$ cat src/rtl/filter_load_ctrl.sv
// Filter scratchpad loader: streams filt_len words into rows 0..N-1,
// then holds the filter resident until the compute stage releases it.
module filter_load_ctrl #(
  parameter int FILTER_WIDTH = 16,
  parameter int FILTER_ROW   = 12,
  parameter int ADDR_W       = $clog2(FILTER_ROW),
  parameter int LEN_W        = $clog2(FILTER_ROW + 1)
) (
  input  logic                    clk,
  input  logic                    rst,
  input  logic                    start,
  input  logic [LEN_W-1:0]        filt_len,
  input  logic [FILTER_WIDTH-1:0] in_data,
  input  logic                    in_valid,
  output logic                    in_ready,
  output logic                    spad_wen,
  output logic [ADDR_W-1:0]       spad_waddr,
  output logic [FILTER_WIDTH-1:0] spad_din,
  output logic                    filt_valid,
  output logic [LEN_W-1:0]        filt_size,
  input  logic                    filt_release,
  output logic                    busy,
  output logic                    len_err
);

  typedef enum logic [1:0] {
    IDLE,
    LOAD,
    WAIT_WR,
    HOLD
  } state_t;

  state_t           state;
  logic [LEN_W-1:0] count;
  logic [LEN_W-1:0] count_nx;
  logic             len_ok;
  logic             xfer;

  assign len_ok   = (filt_len != '0) &&
                    (filt_len <= LEN_W'(FILTER_ROW));
  assign count_nx = count + 1'b1;
  assign xfer     = in_valid && in_ready;

  always_ff @(posedge clk or negedge rst) begin
    if (!rst) begin
      state      <= IDLE;
      count      <= '0;
      in_ready   <= 1'b0;
      spad_wen   <= 1'b0;
      spad_waddr <= '0;
      spad_din   <= '0;
      filt_valid <= 1'b0;
      filt_size  <= '0;
      busy       <= 1'b0;
      len_err    <= 1'b0;
    end else begin
      len_err <= 1'b0;
      unique case (state)
        IDLE: begin
          if (start) begin
            if (len_ok) begin
              filt_size <= filt_len;
              count     <= '0;
              in_ready  <= 1'b1;
              busy      <= 1'b1;
              state     <= LOAD;
            end else begin
              len_err <= 1'b1;
            end
          end
        end
        LOAD: begin
          spad_wen <= xfer;
          if (xfer) begin
            spad_waddr <= count[ADDR_W-1:0];
            spad_din   <= in_data;
            count      <= count_nx;
            if (count_nx == filt_size) begin
              in_ready <= 1'b0;
              state    <= WAIT_WR;
            end
          end
        end
        // First cycle drives the final write, second lets it commit.
        WAIT_WR: begin
          if (spad_wen) begin
            spad_wen <= 1'b0;
          end else begin
            filt_valid <= 1'b1;
            state      <= HOLD;
          end
        end
        HOLD: begin
          if (filt_release) begin
            filt_valid <= 1'b0;
            busy       <= 1'b0;
            state      <= IDLE;
          end
        end
        default: state <= IDLE;
      endcase
    end
  end

endmodule

$ cat config.mk
export PLATFORM = sky130hd
export DESIGN_NAME = filter_load_ctrl
export DESIGN_NICKNAME = d
export VERILOG_FILES = /design/src/rtl/filter_load_ctrl.sv
export SDC_FILE = /design/constraint.sdc
export NUM_CORES = 1
export LEC_CHECK = 0
export BUFFER_PORTS_ARGS = -buffer_cell sky130_fd_sc_hd__buf_2
export CAP_MARGIN = 25
export CORE_ASPECT_RATIO = 1.1
export CORE_UTILIZATION = 53
export DETAILED_ROUTE_END_ITERATION = 16
export GPL_TIMING_DRIVEN = 0
export HOLD_SLACK_MARGIN = 0.03
export PLACE_DENSITY = 0.8
export REMOVE_ABC_BUFFERS = 1
export SYNTH_ARGS = -nofsm -noshare
export SYNTH_HDL_FRONTEND = slang
export SYNTH_SLANG_ARGS = --single-unit
$ cat constraint.sdc
create_clock -name clk -period 4.3 [get_ports clk]
set_input_delay 0.86 -clock clk [delete_from_list [all_inputs] [get_ports clk]]
set_output_delay 0.86 -clock clk [all_outputs]
set_load 0.01 [all_outputs]
==> results of run 1 <==
## layout by cell type (no fill, tap or decap), types with 3 or more instances in the layout
cell type	n
nand2_1	21
mux2_1	5
nor2_1	4
o21ai_0	3
buf_2	53
mux2_2	15
dfrtp_1	35
a21oi_1	3
xnor2_1	4
clkbuf_4	5
ha_1	5
inv_1	5
## final timing paths
check	endpoint	slack, ps	depth (start not counted)
hold / removal	spad_waddr[3]	490	2
setup / recovery	state[1]	2230	6
setup reg to reg	state[1]	2350	5
max in group asynchronous	count[3]	3230	1
min in group asynchronous	spad_waddr[0]	590	1
hold reg to reg	spad_waddr[3]	490	2
## metal layers
layer | up-vias | global-route usage | part of all wire
met3 | 5 | 0.0662 | 0.057
met1 | 533 | 0.227 | 0.39
met4 | 0 | 0.110 | 0.013
met2 | 38 | 0.345 | 0.53
met5 | - | 0 | 0
li1 | 563 | - | -
## tightest hold or removal path, delay by kind of cell, from the launching register on
kind / cells / cell delay [ps]
flops: 1 / 350
simple gates: 1 / 50
compound gates: 1 / 60
## area by class of cell
cell class	instances	area [µm²]
flip-flops and latches	35	876
well taps	33	41.3
fillers	215	841
multi-input cells	84	698
repair buffers	54	280
clock buffers	8	68.8
inverters	6	22.5
## flip-flops by register name (all words and copies together) (netlist names)
register and cells:
spad_din 16, in_ready 1, spad_waddr 4, filt_size 4
spad_wen 1, len_err 1, state 2, count 4
busy 1, filt_valid 1
## where the power goes
group / switching (µW) / internal [µW]
Sequential: 0 / 329
Combinational: 12.8 / 9.05
Clock: 102 / 96.2
Total: 115 / 434
## per-stage QoR
step / power, µW / utilization
final: 549 / 0.703
after detailed placement: 358 / 0.673
after floorplan: 338 / -
after global placement: 356 / 0.673
after global routing: 574 / 0.703
after CTS: 554 / 0.697
## logic make-up after synthesis
kind of cell / share of synthesized area
AND/OR/NAND/NOR: 0.0983
adder cells (fa/ha/maj): 0.0390
flip-flops: 0.546
buffers and inverters: 0.0187
XOR/XNOR: 0.0413
AO/OA/AOI/OAI: 0.0944
multiplexers: 0.162
==> results.sh, run 1 <==
export IMPL_outcome="finished, final reports clean"
export IMPL_leakage_uw=0.00113
export IMPL_cts_root_buf="clkbuf_4"
export IMPL_drv_cap=0
export IMPL_grt_pass1_vias=1079
export IMPL_ios=54
export IMPL_die_h_um=59.7
export IMPL_antenna_diode_count=0
export IMPL_holdWs_ps=486
export IMPL_tns_ps=0
export IMPL_ys_ff_latch=35
export IMPL_wl_per_cell_um=13.5
export IMPL_p_per_area_nw_per_um2=276
export IMPL_overflow=0
export IMPL_cts_inserted_buffers=5
export IMPL_post_cts_buffers=0
export IMPL_dr_total_vias=1139
export IMPL_grt_pass1_wl_um=4630
export IMPL_drt_wl_total_um=2970
export IMPL_yosys_top_cells_area="dfrtp_1, mux2_2, nand2_1"
export IMPL_cp_data_arrival_time_ps=2290
export IMPL_ys_seq_area_frac=0.546
export IMPL_finalWeightedCongestion=0.749
export IMPL_final_hold_viol_count=0
export IMPL_layout_setup_ws_ps=2230
export IMPL_cp_end_kind="register"
export IMPL_post_place_ws_ps=1810
export IMPL_final_area_um2=1990
export IMPL_viasPerCell=5.18
export IMPL_dp_hpwl_um=2260
export IMPL_syn_area_um2=1600
export IMPL_avgSynthCellArea_um2=12.6
export IMPL_io_buffers=53
export IMPL_slowest_stage="or4_4"
export IMPL_die_x_um=54.5
export IMPL_yosysMostFrequentCell="dfrtp_1"
export IMPL_firstDrtPassIters=4
export IMPL_cpPeakStageDelay_ps=580
export IMPL_drc=0
export IMPL_area_delta_synth_final_pct=23.9
export IMPL_setup_viol=0
export IMPL_rsz0062_at_grt="false"
export IMPL_ys_warn_count=0
export IMPL_min_from="spad_waddr[3]"
export IMPL_placed_cells=211
export IMPL_synthDistinctLibCells=33
export IMPL_ctsHoldBuffers=0
export IMPL_path_clk_slew_ps=100
export IMPL_r2r_start="count[0]"
export IMPL_drive_gt1_frac=0.460
export IMPL_drt_iter0_markers=26
export IMPL_fp_row_count=20
export IMPL_clk_latency_ps=330
export IMPL_grtUsageTotal=0.206
export IMPL_crit_family="simple AND/OR/NAND/NOR gates"
export IMPL_critical_path_cell_chain="buf_2 > or4_4 > a31oi_4 > a211oi_1 > nand2_2 > mux2_4"
export IMPL_nNetsFinal=216
export IMPL_initial_core_util=0.567
export IMPL_tightest_slew_ps=758
export IMPL_worstSetupPathType="in2reg"
export IMPL_fin_skew_ps=3.24
export IMPL_synth_top_area_share=0.546
export IMPL_grt_start_max_net_pins=36
export IMPL_finalCritPeriodShare=0.482
export IMPL_required_ps=4520
export IMPL_htreeDepth=2
export IMPL_fmax_ghz=0.483
export IMPL_fin_cells=220
export IMPL_placed_area_um2=1900
export IMPL_crit_buf_inv=1
export IMPL_synth_cells=127
export IMPL_synthTopCellsByCount="dfrtp_1, nand2_1, mux2_2"
export IMPL_min_period_ps=2070
export IMPL_synth_async_sr_flop_share=1.00
export IMPL_max_vdd_ir_drop_mv=0.289
export IMPL_cts_sinks=35
export IMPL_cp_start_kind="input port"
export IMPL_ant_nets=0
export IMPL_slew_violations=0
export IMPL_synth_main_ff_cell="dfrtp_1"
export IMPL_hold_class="reg2reg"
export IMPL_maxSlewHeadroom=0.495
export IMPL_crit_fanout=4
export IMPL_yosys_area_top_type="dfrtp_1"
export IMPL_startpoint="filt_len[1]"
export IMPL_ctsLongestPathBuffers=2
export IMPL_dieArea_um2=3250
export IMPL_cts_resized=0
export IMPL_core_area_um2=2830
export IMPL_cts_tree="built"
export IMPL_antenna_found_initial=0
export IMPL_synth_edf_count=0
Note: power is estimated with default switching activity, not from simulation.
==> run 2, diff against run 1 <==
ABC_AREA = 1   (was unset)
CORE_UTILIZATION = 44   (was 53)
PLACE_DENSITY = 0.71   (was 0.8)
clock period = 1.8 ns   (was 4.3 ns; I/O delays follow)
==> run 2 against run 1 <==
Effect of this change: first-iteration DRC count rose by 42%; power rose to 6.1 times the previous value; final area rose by 2.2%; core utilization decreased by 11 points; non-clock buffer count decreased by 1; die area is 20% higher; synthesized cell count is 56% higher; sequential power increased to 4.0 times the previous value; global-route usage fell by 2.3 points; sequential cell count did not move; largest power group is now combinational cells.
==> results.sh, run 2 <==
export IMPL_outcome="finished, final reports clean"
export IMPL_fp_row_count=22
export IMPL_setup_viol=0
export IMPL_tns_ps=0
export IMPL_rrSetupSlack_ps=160
export IMPL_wl_per_cell_um=10.7
export IMPL_grtUsageTotal=0.183
export IMPL_finalCritPeriodShare=0.911
export IMPL_post_place_ws_ps=44.6
export IMPL_cts_sinks=35
export IMPL_swShare=0.378
export IMPL_antenna_found_initial=0
export IMPL_area_delta_synth_final_pct=25.9
export IMPL_crit_fanout=27
export IMPL_path_clk_slew_ps=110
export IMPL_initial_core_util=0.473
export IMPL_layout_setup_ws_ps=159
export IMPL_placed_area_um2=1920
export IMPL_comb_power_share=0.404
export IMPL_cts_root_buf="clkbuf_4"
export IMPL_finalWeightedCongestion=0.827
export IMPL_io_buffers=53
export IMPL_grt_pass1_vias=1255
export IMPL_ios=54
export IMPL_cp_common_cell="nand2_1"
export IMPL_p_total_uw=3340
export IMPL_avgSynthCellArea_um2=8.15
export IMPL_critical_path_cell_chain="inv_1 > ha_1 > nand2_4 > o21ai_0 > inv_1 > nor2_4 > nand2_1 > nand2_1 > nand2_1"
export IMPL_leakage_uw=0.00115
export IMPL_drv_cap=0
export IMPL_firstDrtPassIters=4
export IMPL_ys_warn_count=0
export IMPL_fin_skew_ps=5.27
export IMPL_startpoint="state[1]"
export IMPL_ctsHoldBuffers=0
export IMPL_yosysMostFrequentCell="nand2_1"
export IMPL_layout_commonest_cell="nand2_1"
export IMPL_core_area_um2=3410
export IMPL_synth_main_ff_cell="dfrtp_1"
export IMPL_viasPerCell=4.76
export IMPL_cp_end_kind="register"
export IMPL_largest_register="spad_din"
export IMPL_cp_start_kind="register"
export IMPL_cts_inserted_buffers=5
export IMPL_layout_common_cells="nand2_1, buf_2, dfrtp_1, inv_1, o21ai_0"
export IMPL_dieArea_um2=3910
export IMPL_p_per_area_nw_per_um2=1650
export IMPL_clk_latency_ps=340
export IMPL_cts_tree="built"
export IMPL_final_hold_viol_count=0
export IMPL_max_vdd_ir_drop_mv=0.898
export IMPL_drt_wl_total_um=3250
export IMPL_required_ps=2040
export IMPL_drt_iter0_markers=37
export IMPL_synth_async_sr_flop_share=1.00
export IMPL_pwr_share_seq=0.388
export IMPL_cpPeakStageDelay_ps=430
export IMPL_drc=0
export IMPL_synth_cells=198
export IMPL_min_period_ps=1640
export IMPL_yosys_top_cells_area="dfrtp_1, nand2_1, o21ai_0"
export IMPL_overflow=0
export IMPL_htreeDepth=2
export IMPL_hold_class="in2async"
export IMPL_dr_total_vias=1447
export IMPL_cts_resized=1
export IMPL_ant_nets=0
export IMPL_maxSlewHeadroom=0.502
export IMPL_cp_data_arrival_time_ps=1880
export IMPL_reg2reg_to="in_ready"
export IMPL_slowest_stage="dfrtp_1"
export IMPL_ys_ff_latch=35
export IMPL_drive_gt1_frac=0.273
export IMPL_ctsLongestPathBuffers=2
export IMPL_grt_start_max_net_pins=36
export IMPL_cp_endpoint="in_ready"
export IMPL_rsz0062_at_grt="false"
export IMPL_largest_reg_flops=16
export IMPL_synth_edf_count=0
export IMPL_slew_violations=0
export IMPL_tightest_slew_ps=747
export IMPL_ys_seq_area_frac=0.543
export IMPL_yosys_area_top_type="dfrtp_1"
export IMPL_power_switching_uw=1260
export IMPL_p_int_uw=2080
export IMPL_synthDistinctLibCells=20
export IMPL_clockPowerShare=0.208
export IMPL_dp_hpwl_um=2280
export IMPL_antenna_diode_count=0
export IMPL_syn_area_um2=1610
export IMPL_post_cts_buffers=0
export IMPL_grt_pass1_wl_um=5380
export IMPL_final_area_um2=2030
export IMPL_synth_top_area_share=0.543
export IMPL_synthTopCellsByCount="nand2_1, dfrtp_1, inv_1"
export IMPL_r2r_start="state[1]"
export IMPL_nNetsFinal=285
export IMPL_die_h_um=65.5
export IMPL_die_x_um=59.7
export IMPL_worstRegToRegCells=9
export IMPL_worstSetupPathType="reg2reg"
export IMPL_fmax_ghz=0.610
==> run 2: stage by stage <==
step	std cells	hold WS, ps	util
4_1_cts	304	97.7	0.595
3_5_place_dp	296	464	0.564
6_report	304	73.5	0.595
2_1_floorplan	195	64.4	-
3_3_place_gp	296	457	0.564
5_1_grt	304	133	0.595
==> run 2: cells by family after synthesis <==
| group | share of synthesized area |
|---|---|
| DFF | 0.543 |
| adders and majority gates | 0.0388 |
| and+or+nand+nor | 0.291 |
| xor gates and xnor gates | 0.00543 |
| AOI/OAI and AO/OA | 0.0667 |
| buffers and inverters | 0.0551 |
==> run 2: power groups by stage <==
stage	combinational [µW]	clock, µW	sequential, µW
after floorplan	740	0	1430
after global placement	1330	0	1300
after detailed placement	1350	0	1310
after CTS	1370	717	1300
after global routing	1560	744	1340
final	1350	696	1300
==> run 2: layer usage <==
layer | wire [µm] | vias to the layer above | global-route usage
met5 | 0 | - | 0
met4 | 46 | 0 | 0.0872
met3 | 169 | 7 | 0.0394
met2 | 1520 | 42 | 0.299
met1 | 1520 | 667 | 0.228
li1 | - | 731 | -
==> run 2: layout make-up <==
| type | count | area [µm²] |
|---|---|---|
| Fill cell | 355 | 1380 |
| Clock inverter | 2 | 60.1 |
| Sequential cell | 35 | 876 |
| Timing Repair Buffer | 53 | 265 |
| Inverter | 20 | 75.1 |
| Tap cell | 48 | 60.1 |
| Multi-Input combinational cell | 140 | 653 |
| Clock buffer | 6 | 41.3 |
==> run 2: worst max-delay path, delay by kind of cell, from the launching register on <==
kind	cells	cell delay [ps]
and+or+nand+nor	5	540
AOI/OAI and AO/OA	1	130
buffers and inverters	2	180
DFF	1	430
adders and majority gates	1	260
==> run 2: worst min-delay path by stage <==
| stage | startpoint | end | slack, ps | cells past startpoint |
|---|---|---|---|---|
| floorplan | rst | busy | 60 | 0 |
| global placement | spad_din[4] | spad_din[4] | 460 | 2 |
| detailed placement | spad_din[9] | spad_din[9] | 460 | 2 |
| CTS | rst | filt_size[1] | 100 | 1 |
| global route | rst | spad_din[4] | 130 | 1 |
| finish | rst | filt_size[2] | 70 | 1 |
